--- src/rtl/panda_load_sequencer_pkg.sv ---
// rtl/panda_load_sequencer_pkg.sv - shared types and region codes for the PANDA preload sequencer
package panda_load_sequencer_pkg;

    localparam int PANDA_NB_REGION = 7;

    // Region order doubles as the demux select code; NULL parks the demux
    localparam logic [2:0] PANDA_FSM_SEL_CONFIG   = 3'd0;
    localparam logic [2:0] PANDA_FSM_SEL_INSTR    = 3'd1;
    localparam logic [2:0] PANDA_FSM_SEL_LUT      = 3'd2;
    localparam logic [2:0] PANDA_FSM_SEL_SPARSITY = 3'd3;
    localparam logic [2:0] PANDA_FSM_SEL_ACT      = 3'd4;
    localparam logic [2:0] PANDA_FSM_SEL_WCONV    = 3'd5;
    localparam logic [2:0] PANDA_FSM_SEL_WFC      = 3'd6;
    localparam logic [2:0] PANDA_FSM_SEL_NULL     = 3'd7;

    typedef enum logic [2:0] {
        SEQ_IDLE   = 3'd0,
        SEQ_SELECT = 3'd1,
        SEQ_ISSUE  = 3'd2,
        SEQ_STREAM = 3'd3,
        SEQ_DONE   = 3'd4
    } panda_seq_state_t;

endpackage

--- src/rtl/panda_load_sequencer_if.sv ---
// rtl/panda_load_sequencer_if.sv - streamer request, beat stream and memory demux signals
interface panda_load_sequencer_if #(
    parameter int ADDR_W  = 32,
    parameter int LEN_W   = 16,
    parameter int AMEM_AW = 16
) ();

    logic               src_req_o;
    logic [ADDR_W-1:0]  src_addr_o;
    logic [LEN_W-1:0]   src_len_o;
    logic               src_ready_i;
    logic               stream_valid_i;
    logic               stream_ready_o;
    logic [2:0]         mem_sel_o;
    logic               wr_en_o;
    logic [AMEM_AW-1:0] amem_addr_o;

    modport master (
        output src_req_o, src_addr_o, src_len_o, stream_ready_o,
        output mem_sel_o, wr_en_o, amem_addr_o,
        input  src_ready_i, stream_valid_i
    );

    modport slave (
        input  src_req_o, src_addr_o, src_len_o, stream_ready_o,
        input  mem_sel_o, wr_en_o, amem_addr_o,
        output src_ready_i, stream_valid_i
    );

endinterface

--- src/rtl/panda_beat_counter.sv ---
// rtl/panda_beat_counter.sv - per-region beat count, last-beat flag and accelerator-memory address
module panda_beat_counter #(
    parameter int LEN_W   = 16,
    parameter int AMEM_AW = 16
) (
    input  logic               clk_i,
    input  logic               rst_i,
    input  logic               clear_i,
    input  logic               beat_i,
    input  logic [LEN_W-1:0]   len_i,
    input  logic [AMEM_AW-1:0] base_i,
    output logic               last_o,
    output logic [AMEM_AW-1:0] addr_o
);

    logic [LEN_W-1:0] count;

    always_ff @(posedge clk_i or posedge rst_i) begin
        if (rst_i) begin
            count <= '0;
        end else if (clear_i) begin
            count <= '0;
        end else if (beat_i) begin
            count <= last_o ? '0 : count + 1'b1;
        end
    end

    assign last_o = (count == len_i - 1'b1);
    // Address wraps modulo the accelerator-memory size
    assign addr_o = base_i + AMEM_AW'(count);

endmodule

--- src/rtl/panda_load_sequencer.sv ---
// rtl/panda_load_sequencer.sv - walks the seven preload regions, issuing streamer transfers and steering beats
module panda_load_sequencer
    import panda_load_sequencer_pkg::*;
#(
    parameter int ADDR_W    = 32,
    parameter int LEN_W     = 16,
    parameter int AMEM_AW   = 16,
    parameter int NB_REGION = PANDA_NB_REGION
) (
    input  logic                         clk_i,
    input  logic                         rst_i,
    input  logic                         clear_i,
    input  logic                         start_i,
    input  logic [NB_REGION*ADDR_W-1:0]  region_daddr_i,
    input  logic [NB_REGION*LEN_W-1:0]   region_len_i,
    input  logic [NB_REGION*AMEM_AW-1:0] region_aaddr_i,
    panda_load_sequencer_if.master       bus,
    output logic                         busy_o,
    output logic                         done_o
);

    localparam logic [2:0] ST_IDLE   = SEQ_IDLE;
    localparam logic [2:0] ST_SELECT = SEQ_SELECT;
    localparam logic [2:0] ST_ISSUE  = SEQ_ISSUE;
    localparam logic [2:0] ST_STREAM = SEQ_STREAM;
    localparam logic [2:0] ST_DONE   = SEQ_DONE;

    logic [2:0] state;
    logic [2:0] idx;

    logic [NB_REGION*ADDR_W-1:0]  daddr_q;
    logic [NB_REGION*LEN_W-1:0]   len_q;
    logic [NB_REGION*AMEM_AW-1:0] aaddr_q;

    logic [ADDR_W-1:0]  cur_daddr;
    logic [LEN_W-1:0]   cur_len;
    logic [AMEM_AW-1:0] cur_aaddr;
    logic [AMEM_AW-1:0] beat_addr;
    logic               beat;
    logic               last_beat;
    logic               last_region;
    logic               cnt_clear;

    assign cur_daddr   = daddr_q[32'(idx)*ADDR_W +: ADDR_W];
    assign cur_len     = len_q[32'(idx)*LEN_W +: LEN_W];
    assign cur_aaddr   = aaddr_q[32'(idx)*AMEM_AW +: AMEM_AW];
    assign last_region = (idx == 3'(NB_REGION - 1));
    assign beat        = (state == ST_STREAM) && bus.stream_valid_i;
    // Holding the counter at zero outside STREAM also discards an aborted transfer
    assign cnt_clear   = clear_i || (state != ST_STREAM);

    panda_beat_counter #(
        .LEN_W   (LEN_W),
        .AMEM_AW (AMEM_AW)
    ) u_beat_counter (
        .clk_i   (clk_i),
        .rst_i   (rst_i),
        .clear_i (cnt_clear),
        .beat_i  (beat),
        .len_i   (cur_len),
        .base_i  (cur_aaddr),
        .last_o  (last_beat),
        .addr_o  (beat_addr)
    );

    always_ff @(posedge clk_i or posedge rst_i) begin
        if (rst_i) begin
            state   <= ST_IDLE;
            idx     <= PANDA_FSM_SEL_CONFIG;
            daddr_q <= '0;
            len_q   <= '0;
            aaddr_q <= '0;
        end else if (clear_i) begin
            state <= ST_IDLE;
            idx   <= PANDA_FSM_SEL_CONFIG;
        end else begin
            case (state)
                ST_IDLE: begin
                    if (start_i) begin
                        daddr_q <= region_daddr_i;
                        len_q   <= region_len_i;
                        aaddr_q <= region_aaddr_i;
                        idx     <= PANDA_FSM_SEL_CONFIG;
                        state   <= ST_SELECT;
                    end
                end
                ST_SELECT: begin
                    if (cur_len != '0) begin
                        state <= ST_ISSUE;
                    end else if (last_region) begin
                        state <= ST_DONE;
                    end else begin
                        idx <= idx + 3'd1;
                    end
                end
                ST_ISSUE: begin
                    if (bus.src_ready_i) begin
                        state <= ST_STREAM;
                    end
                end
                ST_STREAM: begin
                    if (beat && last_beat) begin
                        if (last_region) begin
                            state <= ST_DONE;
                        end else begin
                            idx   <= idx + 3'd1;
                            state <= ST_SELECT;
                        end
                    end
                end
                ST_DONE: begin
                    state <= ST_IDLE;
                end
                default: begin
                    state <= ST_IDLE;
                end
            endcase
        end
    end

    assign bus.src_req_o      = (state == ST_ISSUE);
    assign bus.src_addr_o     = (state == ST_ISSUE) ? cur_daddr : '0;
    assign bus.src_len_o      = (state == ST_ISSUE) ? cur_len : '0;
    assign bus.stream_ready_o = (state == ST_STREAM);
    assign bus.mem_sel_o      = (state == ST_STREAM) ? idx : PANDA_FSM_SEL_NULL;
    assign bus.wr_en_o        = beat;
    assign bus.amem_addr_o    = (state == ST_STREAM) ? beat_addr : '0;
    assign busy_o             = (state != ST_IDLE);
    assign done_o             = (state == ST_DONE);

endmodule

--- src/flat_wrapper.sv ---
// flat-port wrapper written by rule: the top's interface ports become plain ports
module panda_load_sequencer_flat import panda_load_sequencer_pkg::*;
#(
    parameter int ADDR_W    = 32,
    parameter int LEN_W     = 16,
    parameter int AMEM_AW   = 16,
    parameter int NB_REGION = PANDA_NB_REGION
)
  (clk_i, rst_i, clear_i, start_i, region_daddr_i, region_len_i, region_aaddr_i, busy_o, done_o, bus_src_req_o, bus_src_addr_o, bus_src_len_o, bus_stream_ready_o, bus_mem_sel_o, bus_wr_en_o, bus_amem_addr_o, bus_src_ready_i, bus_stream_valid_i);
  panda_load_sequencer_if #(.ADDR_W(ADDR_W), .LEN_W(LEN_W), .AMEM_AW(AMEM_AW)) bus_i ();
  input  logic clk_i;
  input  logic rst_i;
  input  logic clear_i;
  input  logic start_i;
  input  logic [NB_REGION*ADDR_W-1:0] region_daddr_i;
  input  logic [NB_REGION*LEN_W-1:0] region_len_i;
  input  logic [NB_REGION*AMEM_AW-1:0] region_aaddr_i;
  output logic busy_o;
  output logic done_o;
  output wire logic [$bits(bus_i.src_req_o)-1:0] bus_src_req_o;
  output wire logic [$bits(bus_i.src_addr_o)-1:0] bus_src_addr_o;
  output wire logic [$bits(bus_i.src_len_o)-1:0] bus_src_len_o;
  output wire logic [$bits(bus_i.stream_ready_o)-1:0] bus_stream_ready_o;
  output wire logic [$bits(bus_i.mem_sel_o)-1:0] bus_mem_sel_o;
  output wire logic [$bits(bus_i.wr_en_o)-1:0] bus_wr_en_o;
  output wire logic [$bits(bus_i.amem_addr_o)-1:0] bus_amem_addr_o;
  input wire logic [$bits(bus_i.src_ready_i)-1:0] bus_src_ready_i;
  input wire logic [$bits(bus_i.stream_valid_i)-1:0] bus_stream_valid_i;
  assign bus_src_req_o = bus_i.src_req_o;
  assign bus_src_addr_o = bus_i.src_addr_o;
  assign bus_src_len_o = bus_i.src_len_o;
  assign bus_stream_ready_o = bus_i.stream_ready_o;
  assign bus_mem_sel_o = bus_i.mem_sel_o;
  assign bus_wr_en_o = bus_i.wr_en_o;
  assign bus_amem_addr_o = bus_i.amem_addr_o;
  assign bus_i.src_ready_i = bus_src_ready_i;
  assign bus_i.stream_valid_i = bus_stream_valid_i;
  panda_load_sequencer #(.ADDR_W(ADDR_W), .LEN_W(LEN_W), .AMEM_AW(AMEM_AW), .NB_REGION(NB_REGION)) u_core (.clk_i(clk_i), .rst_i(rst_i), .clear_i(clear_i), .start_i(start_i), .region_daddr_i(region_daddr_i), .region_len_i(region_len_i), .region_aaddr_i(region_aaddr_i), .bus(bus_i), .busy_o(busy_o), .done_o(done_o));
endmodule
--- config.mk ---
export PLATFORM = sky130hd
export DESIGN_NAME = panda_load_sequencer_flat
export DESIGN_NICKNAME = d
export VERILOG_FILES = /design/src/rtl/panda_load_sequencer_pkg.sv /design/src/rtl/panda_load_sequencer_if.sv /design/src/rtl/panda_beat_counter.sv /design/src/rtl/panda_load_sequencer.sv /design/src/flat_wrapper.sv
export SDC_FILE = /design/constraint.sdc
export NUM_CORES = 1
export LEC_CHECK = 0
export BUFFER_PORTS_ARGS = -buffer_cell sky130_fd_sc_hd__clkbuf_2
export CORE_MARGIN = 3
export CORE_UTILIZATION = 49
export DETAILED_ROUTE_END_ITERATION = 16
export GPL_TIMING_DRIVEN = 1
export PLACE_DENSITY = 0.79
export SETUP_SLACK_MARGIN = 0.4
export SLEW_MARGIN = 0
export SYNTH_ARGS = -nofsm -noshare
export SYNTH_HDL_FRONTEND = slang
export SYNTH_HIERARCHICAL = 1
export SYNTH_SLANG_ARGS = --single-unit
export TNS_END_PERCENT = 10
--- constraint.sdc ---
create_clock -name clk_i -period 13.6 [get_ports clk_i]
set_clock_uncertainty 0.1 [all_clocks]
set_input_delay 0.68 -clock clk_i [delete_from_list [all_inputs] [get_ports clk_i]]
set_output_delay 0.68 -clock clk_i [all_outputs]
set_load 0.05 [all_outputs]
# Word-level counts from Yosys, hierarchy flattened
# Cells that the tools add are included.
# word_totals
reg_bits	470
latchBits	0
ram_bits	0
rom_bits	0
in_bits	454
output_inout_bits	72
word_cells	58
memories	0
# op_classes
add_sub_neg	4
n_mul	0
div_mod_pow	0
order_cmp	0
eq_ne	12
shifts	3
mux	21
bitwise	1
n_reduce_logical	11
# ops
cell	count
$shiftx A112 B8 Y16	2
$shiftx A224 B9 Y32	1
$mux W16	5
$mux W3	13
$mux W32	1
$add A16 B1 Y16 const B	1
$add A16 B16 Y16	1
$eq A16 B16 Y1	1
$reduce_bool A16 Y1	1
$sub A16 B1 Y16 const B	1
$pmux W3 S4	1
$ne A3 B2 Y1 const B	3
$pmux W3 S3	1
$reduce_and A4 Y1	2
$eq A3 B2 Y1 const B	2
$eq A3 B3 Y1 const B	2
$ne A3 B3 Y1 const B	2
$ne A4 B2 Y1 const B	1
$reduce_bool A4 Y1	1
$add A3 B1 Y3 const B	1
$eq A3 B1 Y1 const B	1
$logic_not A3 Y1	1
$reduce_and A3 Y1	1
$reduce_bool A3 Y1	1
other kinds (4)	5

# Logic depth before layout (Yosys ltp)
# Gate-level depths: netlist of the first run.
# depth
depth_word	7
depth_mapped	19
mapped_depth_nobuf	17

# Modules after synthesis
# Netlist of the first run, hierarchy kept.
# by_module_without_submodules
module	instances	cells_per_inst	area_each_um2	seq_area_each_um2
panda_load_sequencer	1	1516	20865.0	11360.9
panda_beat_counter	1	260	2083.2	400.4

# Worst setup path before layout of the first run
# No wires, ideal clock.
# synth_path
kind	reg-to-output
start	register u_core.idx[0]
end	output bus_amem_addr_o[13]
arrival_ps	3802
t_required_ps	12820
path_slack_ps	9018
path_stages_with_launch	16
path_buffers	3
path_cell_list	dfrtp_1 buf_6 buf_4 buf_2 mux4_2 nand2_1 o21ai_0 ha_1 a21o_1 a21oi_1 o21ai_0 a211o_1 o311a_1 nor2_1 xnor2_1 and2_1
# synth_between
elab_chain_cells	3
# synth_lines
element	line_no	source
start: declaration	panda_load_sequencer.sv:29	logic [2:0] idx;
start signal: assignment	panda_load_sequencer.sv:93	idx <= idx + 3'd1;
start signal: assignment	panda_load_sequencer.sv:106	idx <= idx + 3'd1;
$shiftx A112 B8 Y16	panda_load_sequencer.sv:46	assign cur_aaddr = aaddr_q[32'(idx)*AMEM_AW +: AMEM_AW];
via u_core.cur_aaddr[1]	panda_load_sequencer.sv:37	logic [AMEM_AW-1:0] cur_aaddr;
$add A16 B16 Y16	panda_beat_counter.sv:30	assign addr_o = base_i + AMEM_AW'(count);
via u_core.beat_addr[13]	panda_load_sequencer.sv:38	logic [AMEM_AW-1:0] beat_addr;
$mux W16	panda_load_sequencer.sv:127	assign bus.amem_addr_o = (state == ST_STREAM) ? beat_addr : '0;
end: declaration	flat_wrapper.sv:26	output wire logic [$bits(bus_i.amem_addr_o)-1:0] bus_amem_addr_o;
# The timed path passes the listed nets, and every way through them passes these cells.

# Worst setup path after layout of the first run
# layout_path
start	register u_core.idx[0]
end	output bus_amem_addr_o[12]
# The elaborated chain is that of the path after synthesis.

==> summary.md, run 1 <==
| Metric | Value |
|---|---|
| First-pass GRT wire length | `101000 um` |
| Cells after Synth | `1776` |
| Worst R2R End | `u_core/idx[0]` |
| Sequential share of power | `0.415` |
| # Post-CTS Setup Buffers | `0` |
| Clock power share | `0.226` |
| Ys flop type | `dfrtp_1` |
| Crit path largest cell delay | `0.91 ns` |
| Vias/cell | `5.70` |
| Post-CTS Resized | `0` |
| Fin crit share | `0.523` |
| ANT nets after route | `0` |
| DIE WIDTH | `222 um` |
| Initial Utilization | `0.501` |
| Distinct cell type count after synthesis | `68` |
| Cell-internal power | `just under 4 mW` |
| Fmax achieved | `141 MHz` |
| Sequential element share of the synthesized area | `0.513` |
| Most frequent cells in the layout | `clkbuf_2, dfrtp_1, mux2_2` |
| Worst-path fanout max | `56` |
| R2R setup slack | `~7 ns` |
| # DRC | `0` |
| CTS Hold Bufs | `0` |
| RSZ-0062 raised after global routing | `no` |
| Final core utilization | `0.605` |
| Initial antenna violation count | `27` |
| CP Class | `flop to primary output` |
| Die height | `around 220 um` |
| Leak Pwr | `12.6 nW` |
| Layout Nets | `2730` |
| Syn Area/Cell | `12.9 um2` |
| WL final | `66400 um` |
| Max-slew violation count | `0` |
| Row count | `78` |
| Total global routing overflow | `0` |
| Rel. slew slack | `0.132` |
| Core Area | `0.0458 mm2` |
| Mapped cell area | `about 0.023 mm2` |
| Area Growth Syn to Fin | `20.7%` |
| Async set or reset register ratio after synthesis | `1.00` |
| Layout cell share with drive strength beyond 1 | `0.506` |
| WL/cell | `approximately 23 um` |
| YS warnings | `6` |
| Logic pwr share | `0.359` |
| CTS tree | `built` |
| Number of global-route vias before repair | `17500` |
| Clock Pin Slew Worst Setup and Hold Paths | `about 0.06 ns` |
| Non-filler instance count after layout | `2914` |
| Number of max-cap violations | `0` |
| Area of the multi-input gates | `0.0105 mm2` |
| H-tree lvl count | `2` |
| Reg area | `0.0118 mm2` |
| Cells along the critical path | `buf_4 -> buf_4 -> mux4_2 -> nand2_1 -> o21ai_0 -> ha_1 -> nand2_1 -> o21bai_1 -> a21boi_0 -> o21ai_0 -> a21boi_0 -> o31a_1 -> xor2_1 -> and2_1 -> clkbuf_2` |
| Largest net degree at the start of global routing | `194` |
| Worst path top cell family by delay | `buffers and inverters` |
| Number of synthesized flops with an enable pin | `0` |
| Critical Path Source Type | `flop` |
| Gp weighted congestion | `0.890` |
| Psw | `between 2 and 2.5 mW` |
| GRT Total Usage | `0.262` |
| Die area | `0.0495 mm2` |
| Buffers on Ports | `525` |
| Syn nets | `2250` |
| Worst slew pin tran | `1.30 ns` |
| VDD IR max | `130 uV` |
| I/O Pins | `around 530` |
| Worst reg2reg path depth | `15` |
| Reg2Reg Launch Point | `u_core/idx[1]` |
| Detailed placer's ending HPWL | `48500 um` |
| Critical-path top delay cell | `dfrtp_4` |
| Arr. time, crit path | `between 6 and 7 ns` |
| Worst hold path type | `input pin to asynchronous set/reset pin` |
| Fillers | `3566` |
| Sw Share | `0.339` |
| Power per cell area | `215 mW/mm2` |
| Endpoints failing setup | `0` |
| Post-Place Cells | `2804` |
| CTS Buf Count | `50` |
| Clock Path Buffers | `3` |
| CTS Root Cell | `clkbuf_16` |
| Kind of end point of the critical path | `primary output` |
| Initial drt markers | `1119` |
| Final hold violation count | `0` |
| #FFs+latches synth | `470` |
| Final min period | `7.11 ns` |
| Final TNS setup | `0 ns` |
| Status | `finished clean` |
| Detailed Routing Iterations Pass 1 | `5` |
| Critical Path RT | `12.82 ns` |
| Final hold slack | `0.0863 ns` |
| CP bufs+invs | `3` |
| Most common cell after layout, fill and taps aside | `clkbuf_2` |
| Routed vias | `16600` |
| Clk sinks | `470` |
| Worst-Skew Late Latency | `0.60 ns` |
==> metal layers <==
metal / routed length [um] / GRT usage
met3: 4950 / 0.0643
met1: 25800 / 0.321
met4: 3040 / 0.128
met5: 69 / 0
met2: 32500 / 0.437
==> how the worst max path moves through the flow <==
stage / from / to / slack (ns) / cells after the start
2_1_floorplan: rst_i / u_core/aaddr_q[0] / 6.68 / 1
3_3_place_gp: u_core/idx[0] / bus_amem_addr_o[13] / 7.14 / 15
3_5_place_dp: u_core/idx[0] / bus_amem_addr_o[15] / 7.08 / 15
4_1_cts: u_core/idx[0] / bus_amem_addr_o[15] / 6.43 / 15
5_1_grt: u_core/idx[0] / bus_amem_addr_o[14] / 6.06 / 17
6_report: u_core/idx[0] / bus_amem_addr_o[12] / 6.49 / 15
==> power by group through the flow <==
stage / Sequential [mW] / Combinational, mW / Clock [mW]
finish: 2.47 / 2.14 / 1.35
global route: 2.54 / 2.31 / 1.44
CTS: 2.47 / 2.14 / 1.38
detailed placement: 2.49 / 2.13 / 0
global placement: 2.43 / 2.05 / 0
floorplan: 2.33 / 1.69 / 0
==> logic make-up (layout without fill, tap and decap cells) <==
family                     count (synthesis)  count (layout)  synth area share
muxes                                    593             593             0.311
DFF                                      470             470             0.513
and+or+nand+nor                          307             307            0.0642
AOI/OAI and AO/OA                        177             177            0.0536
buffers and inverters                    163             682            0.0304
xor gates and xnor gates                  46              46            0.0176
adders and majority gates                 20              20            0.0112
other                                      0              19                 0
==> area by class of cell <==
type / instances / share of cell area
diodes: 19 / 0.00172
clock buffers: 73 / 0.0520
clock inverters: 18 / 0.00723
well taps: 600 / 0.0271
repair buffers: 539 / 0.100
inverters: 52 / 0.00718
multi-input cells: 1143 / 0.380
flip-flops and latches: 470 / 0.425
==> worst register-to-register path, cell delays in order (launching register included) <==
cell,delay [ns]
dfrtp_4,1.03
nor2b_1,1.13
a22oi_1,0.36
nand2_1,0.20
inv_1,0.15
or4_4,0.54
nor4_1,0.52
a31oi_1,0.16
nor4_1,0.34
o311ai_1,0.30
nor3_1,0.27
a21o_1,0.22
o21ai_0,0.31
nor3_1,0.42
nand2_1,0.12
o311ai_2,0.11
==> synth_stat cells, types with 10 or more instances <==
cell type  number  area share
a21oi_1        55       0.012
a221oi_1       19      0.0073
a22oi_1        25      0.0082
and2_1         19      0.0052
buf_1          10      0.0016
buf_2          12      0.0026
clkbuf_1       80       0.013
dfrtp_1       470        0.51
ha_1           19       0.010
inv_1          51      0.0083
mux2_2        467        0.23
mux2i_1        77       0.034
mux4_2         48       0.047
nand2_1        63       0.010
nor2_1        123       0.020
nor2_2         10      0.0027
nor3_1         29      0.0063
o21ai_0        26      0.0057
o221ai_1       16      0.0061
xnor2_1        36       0.014
xor2_1         10      0.0038
==> sequential cells by signal (all words and copies together) (netlist names) <==
signal	cells
u_core/daddr_q	224
u_core/aaddr_q	112
u_core/len_q	112
u_core/u_beat_counter/count	16
u_core/idx	3
u_core/state	3
==> per-stage QoR <==
step | setup WS [ns] | power, mW | cell area (um2)
finish | 6.49 | 5.96 | 27700
floorplan | 6.68 | 4.02 | 23000
global route | 6.06 | 6.29 | 27700
global placement | 7.14 | 4.49 | 26000
CTS | 6.43 | 5.99 | 27600
detailed placement | 7.08 | 4.61 | 26000
No activity file was read; power rests on OpenSTA's default activity.
==> run 2: changes to the inputs <==
Settings changed: CORE_UTILIZATION 49 to 55, PLACE_DENSITY 0.79 to 0.84.
Clock period 13.6 ns to 6.76 ns, I/O delays scaled along.
==> run 2 against run 1 <==
Net effect: via count is 22% higher; final area increased by 16%; combinational power up 130%; utilization is 18 points higher; power rose by 120%; sequential power up 110%; first-iteration DRC count increased by 94%; die area down 11%; flip-flop and latch count unchanged; clock power is 120% higher; final cell count up 13%; wire length is 33% higher.
==> summary.md, run 2 (same netlist as run 1, synthesis figures left out) <==
| Metric | Value |
|---|---|
| Initial drt markers | `2166 (was 1119)` |
| Worst reg2reg path depth | `17 (was 15)` |
| Worst hold path type | `input pin to flop (was input pin to asynchronous set/reset pin)` |
| WL final | `88200 um (was 66400 um)` |
| Psw | `4.85 mW (was 2.02 mW)` |
| Worst R2R End | `u_core/idx[2] (was u_core/idx[0])` |
| CTS Hold Bufs | `450 (was 0)` |
| Kind of end point of the critical path | `primary output (unchanged)` |
| Buffers on Ports | `525 (unchanged)` |
| Final TNS setup | `0 ns (unchanged)` |
| R2R setup slack | `1.52 ns (was 7.18 ns)` |
| CTS tree | `built (unchanged)` |
| Initial Utilization | `0.559 (was 0.501)` |
| Min-Delay Endpoint | `u_core/state[1]` |
| Sequential share of power | `0.403 (was 0.415)` |
| Fillers | `2077 (was 3566)` |
| Largest net degree at the start of global routing | `183 (was 194)` |
| Area Growth Syn to Fin | `40.5% (was 20.7%)` |
| CP Class | `flop to primary output (unchanged)` |
| Fin crit share | `0.839` |
| Initial antenna violation count | `19 (was 27)` |
| WL/cell | `26.7 um (was 22.8 um)` |
| Sw Share | `0.369 (was 0.339)` |
| RSZ-0062 raised after global routing | `no (unchanged)` |
| Die height | `210 um (was 222 um)` |
| Total global routing overflow | `0 (unchanged)` |
| Clock Pin Slew Worst Setup and Hold Paths | `0.06 ns (about the same)` |
| Number of max-cap violations | `0 (unchanged)` |
| Layout Nets | `3182 (was 2730)` |
| Cells along the critical path | `buf_12 -> nor2b_4 -> a21oi_1 -> o21ai_0 -> inv_1 -> fa_1 -> nor2b_1 -> o21bai_1 -> a21boi_0 -> o21ai_0 -> a21boi_0 -> o31a_1 -> xor2_1 -> and2_1 -> clkbuf_2 (was buf_4 -> buf_4 -> mux4_2 -> nand2_1 -> o21ai_0 -> ha_1 -> nand2_1 -> o21bai_1 -> a21boi_0 -> o21ai_0 -> a21boi_0 -> o31a_1 -> xor2_1 -> and2_1 -> clkbuf_2)` |
| Final core utilization | `0.786 (was 0.605)` |
| Number of global-route vias before repair | `22400 (was 17500)` |
| First-pass GRT wire length | `132000 um (was 101000 um)` |
| Final min period | `about 5.7 ns` |
| Reg2Reg Launch Point | `u_core/idx[1] (unchanged)` |
| Worst slew pin tran | `1.15 ns (was 1.30 ns)` |
| Crit path largest cell delay | `0.82 ns (was 0.91 ns)` |
| Core Area | `0.0410 mm2 (was 0.0458 mm2)` |
| Die area | `0.0442 mm2 (was 0.0495 mm2)` |
| Detailed placer's ending HPWL | `48900 um (was 48500 um)` |
| HP Start | `bus_stream_valid_i` |
| Largest registers | `u_core/daddr_q x224, u_core/aaddr_q x112, u_core/len_q x112 (unchanged)` |
| Post-CTS Resized | `0 (unchanged)` |
| Biggest register | `u_core/daddr_q (unchanged)` |
| Cell-internal power | `8.28 mW (was 3.94 mW)` |
| Leak Pwr | `14.5 nW (was 12.6 nW)` |
| Worst-path fanout max | `51 (was 56)` |
| Status | `finished clean (unchanged)` |
| # DRC | `0 (unchanged)` |
| Endpoints failing setup | `0 (unchanged)` |
| Power per cell area | `407 mW/mm2 (was 215 mW/mm2)` |
| Detailed Routing Iterations Pass 1 | `7 (was 5)` |
| Row count | `74 (was 78)` |
| Critical Path RT | `6.32 ns (was 12.82 ns)` |
| H-tree lvl count | `2 (unchanged)` |
| Clock power share | `0.223 (was 0.226)` |
| Most common cell after layout, fill and taps aside | `clkbuf_2 (unchanged)` |
| Arr. time, crit path | `5.23 ns (was 6.33 ns)` |
| Clock Path Buffers | `3 (unchanged)` |
| GRT Total Usage | `0.390 (was 0.262)` |
| Most frequent cells in the layout | `clkbuf_2, dfrtp_1, mux2_2 (unchanged)` |
| DIE WIDTH | `210 um (was 222 um)` |
| Rel. slew slack | `0.232 (was 0.132)` |
| Gp weighted congestion | `0.968 (was 0.890)` |
| Critical Path Source Type | `flop (unchanged)` |
| Final hold violation count | `0 (unchanged)` |
| Final Cell Area | `0.0323 mm2 (was 0.0277 mm2)` |
| Clk sinks | `470 (unchanged)` |
| Logic pwr share | `0.374 (was 0.359)` |
| CTS Buf Count | `49 (was 50)` |
| Dpl cell area | `0.0260 mm2 (about the same)` |
| Max-slew violation count | `0 (unchanged)` |
| Layout cell share with drive strength beyond 1 | `0.426 (was 0.506)` |
| Fmax achieved | `176 MHz` |
| # Post-CTS Setup Buffers | `0 (unchanged)` |
| Max reg flops | `224 (unchanged)` |
| Vias/cell | `6.13 (was 5.70)` |
| Critical-path top delay cell | `dfrtp_4 (unchanged)` |
| ANT nets after route | `0 (unchanged)` |
| CTS Root Cell | `clkbuf_16 (unchanged)` |
| Hold Path Stages | `3` |
| Routed vias | `20200 (was 16600)` |
| VDD IR max | `348 uV (was 130 uV)` |
| I/O Pins | `526 (unchanged)` |
| Worst-Skew Late Latency | `0.58 ns (was 0.60 ns)` |
| Final hold slack | `0.109 ns (was 0.0863 ns)` |
==> run 2: cell types whose count changed in the layout (fill, tap and decap cells not counted), sizes merged <==
cell,previous run,this run
clkinvlp,5,2
inv,51,52
dlygate4sd3,0,450
clkbuf,598,595
buf,14,17
bufinv,2,6
diode,19,21
==> run 2: power by group through the flow <==
stage          combinational [mW]  clock [mW]  sequential, mW
6_report                     4.91        2.93            5.29
5_1_grt                      5.14        3.06            5.34
4_1_cts                      4.57        2.91            5.01
3_5_place_dp                 4.31           0            5.04
3_3_place_gp                 4.13           0            4.94
2_1_floorplan                3.41           0            4.68
==> run 2: per-layer routing <==
layer  vias up  share of wire  global-route usage
met1      9968           0.33               0.424
li1       8320              -                   -
met2      1445           0.49               0.668
met3       496          0.085              0.0892
met5         -        0.00012                   0
met4         2          0.087               0.292
==> run 2: worst max-delay path: cells and delay by family (launching register included) <==
kind	cells	cell delay (ns)
xor gates and xnor gates	1	0.14
buffers and inverters	3	0.78
adders and majority gates	1	0.48
DFF	1	0.82
and+or+nand+nor	3	0.80
AOI/OAI and AO/OA	7	1.54
==> run 2: how the worst max path moves through the flow <==
stage / start / end / slack [ns]
after floorplan: rst_i / u_core/aaddr_q[0] / 0.18
after detailed placement: u_core/idx[0] / u_core/idx[2] / 1.71
after CTS: u_core/idx[0] / bus_amem_addr_o[12] / 1.23
after global placement: u_core/idx[0] / u_core/idx[2] / 1.91
after global routing: u_core/idx[0] / bus_amem_addr_o[12] / 0.77
final: u_core/idx[0] / bus_amem_addr_o[12] / 1.09
==> run 2: layout make-up <==
cell class              instances  area [um2]  area share
flip-flops and latches        470       11800       0.365
clock inverters                20         282     0.00873
clock buffers                  70        1450      0.0448
multi-input cells            1143       10500       0.326
diodes                         21        52.6     0.00163
inverters                      52         199     0.00617
repair buffers                992        7320       0.227
well taps                     532         666      0.0206
==> run 2: metrics by stage <==
stage               cells  worst slack, ns  power (mW)
floorplan            1776            0.181        8.09
global placement     2739             1.91        9.08
detailed placement   2739             1.71        9.35
CTS                  3279             1.23        12.5
global route         3297            0.769        13.5
finish               3300             1.09        13.1
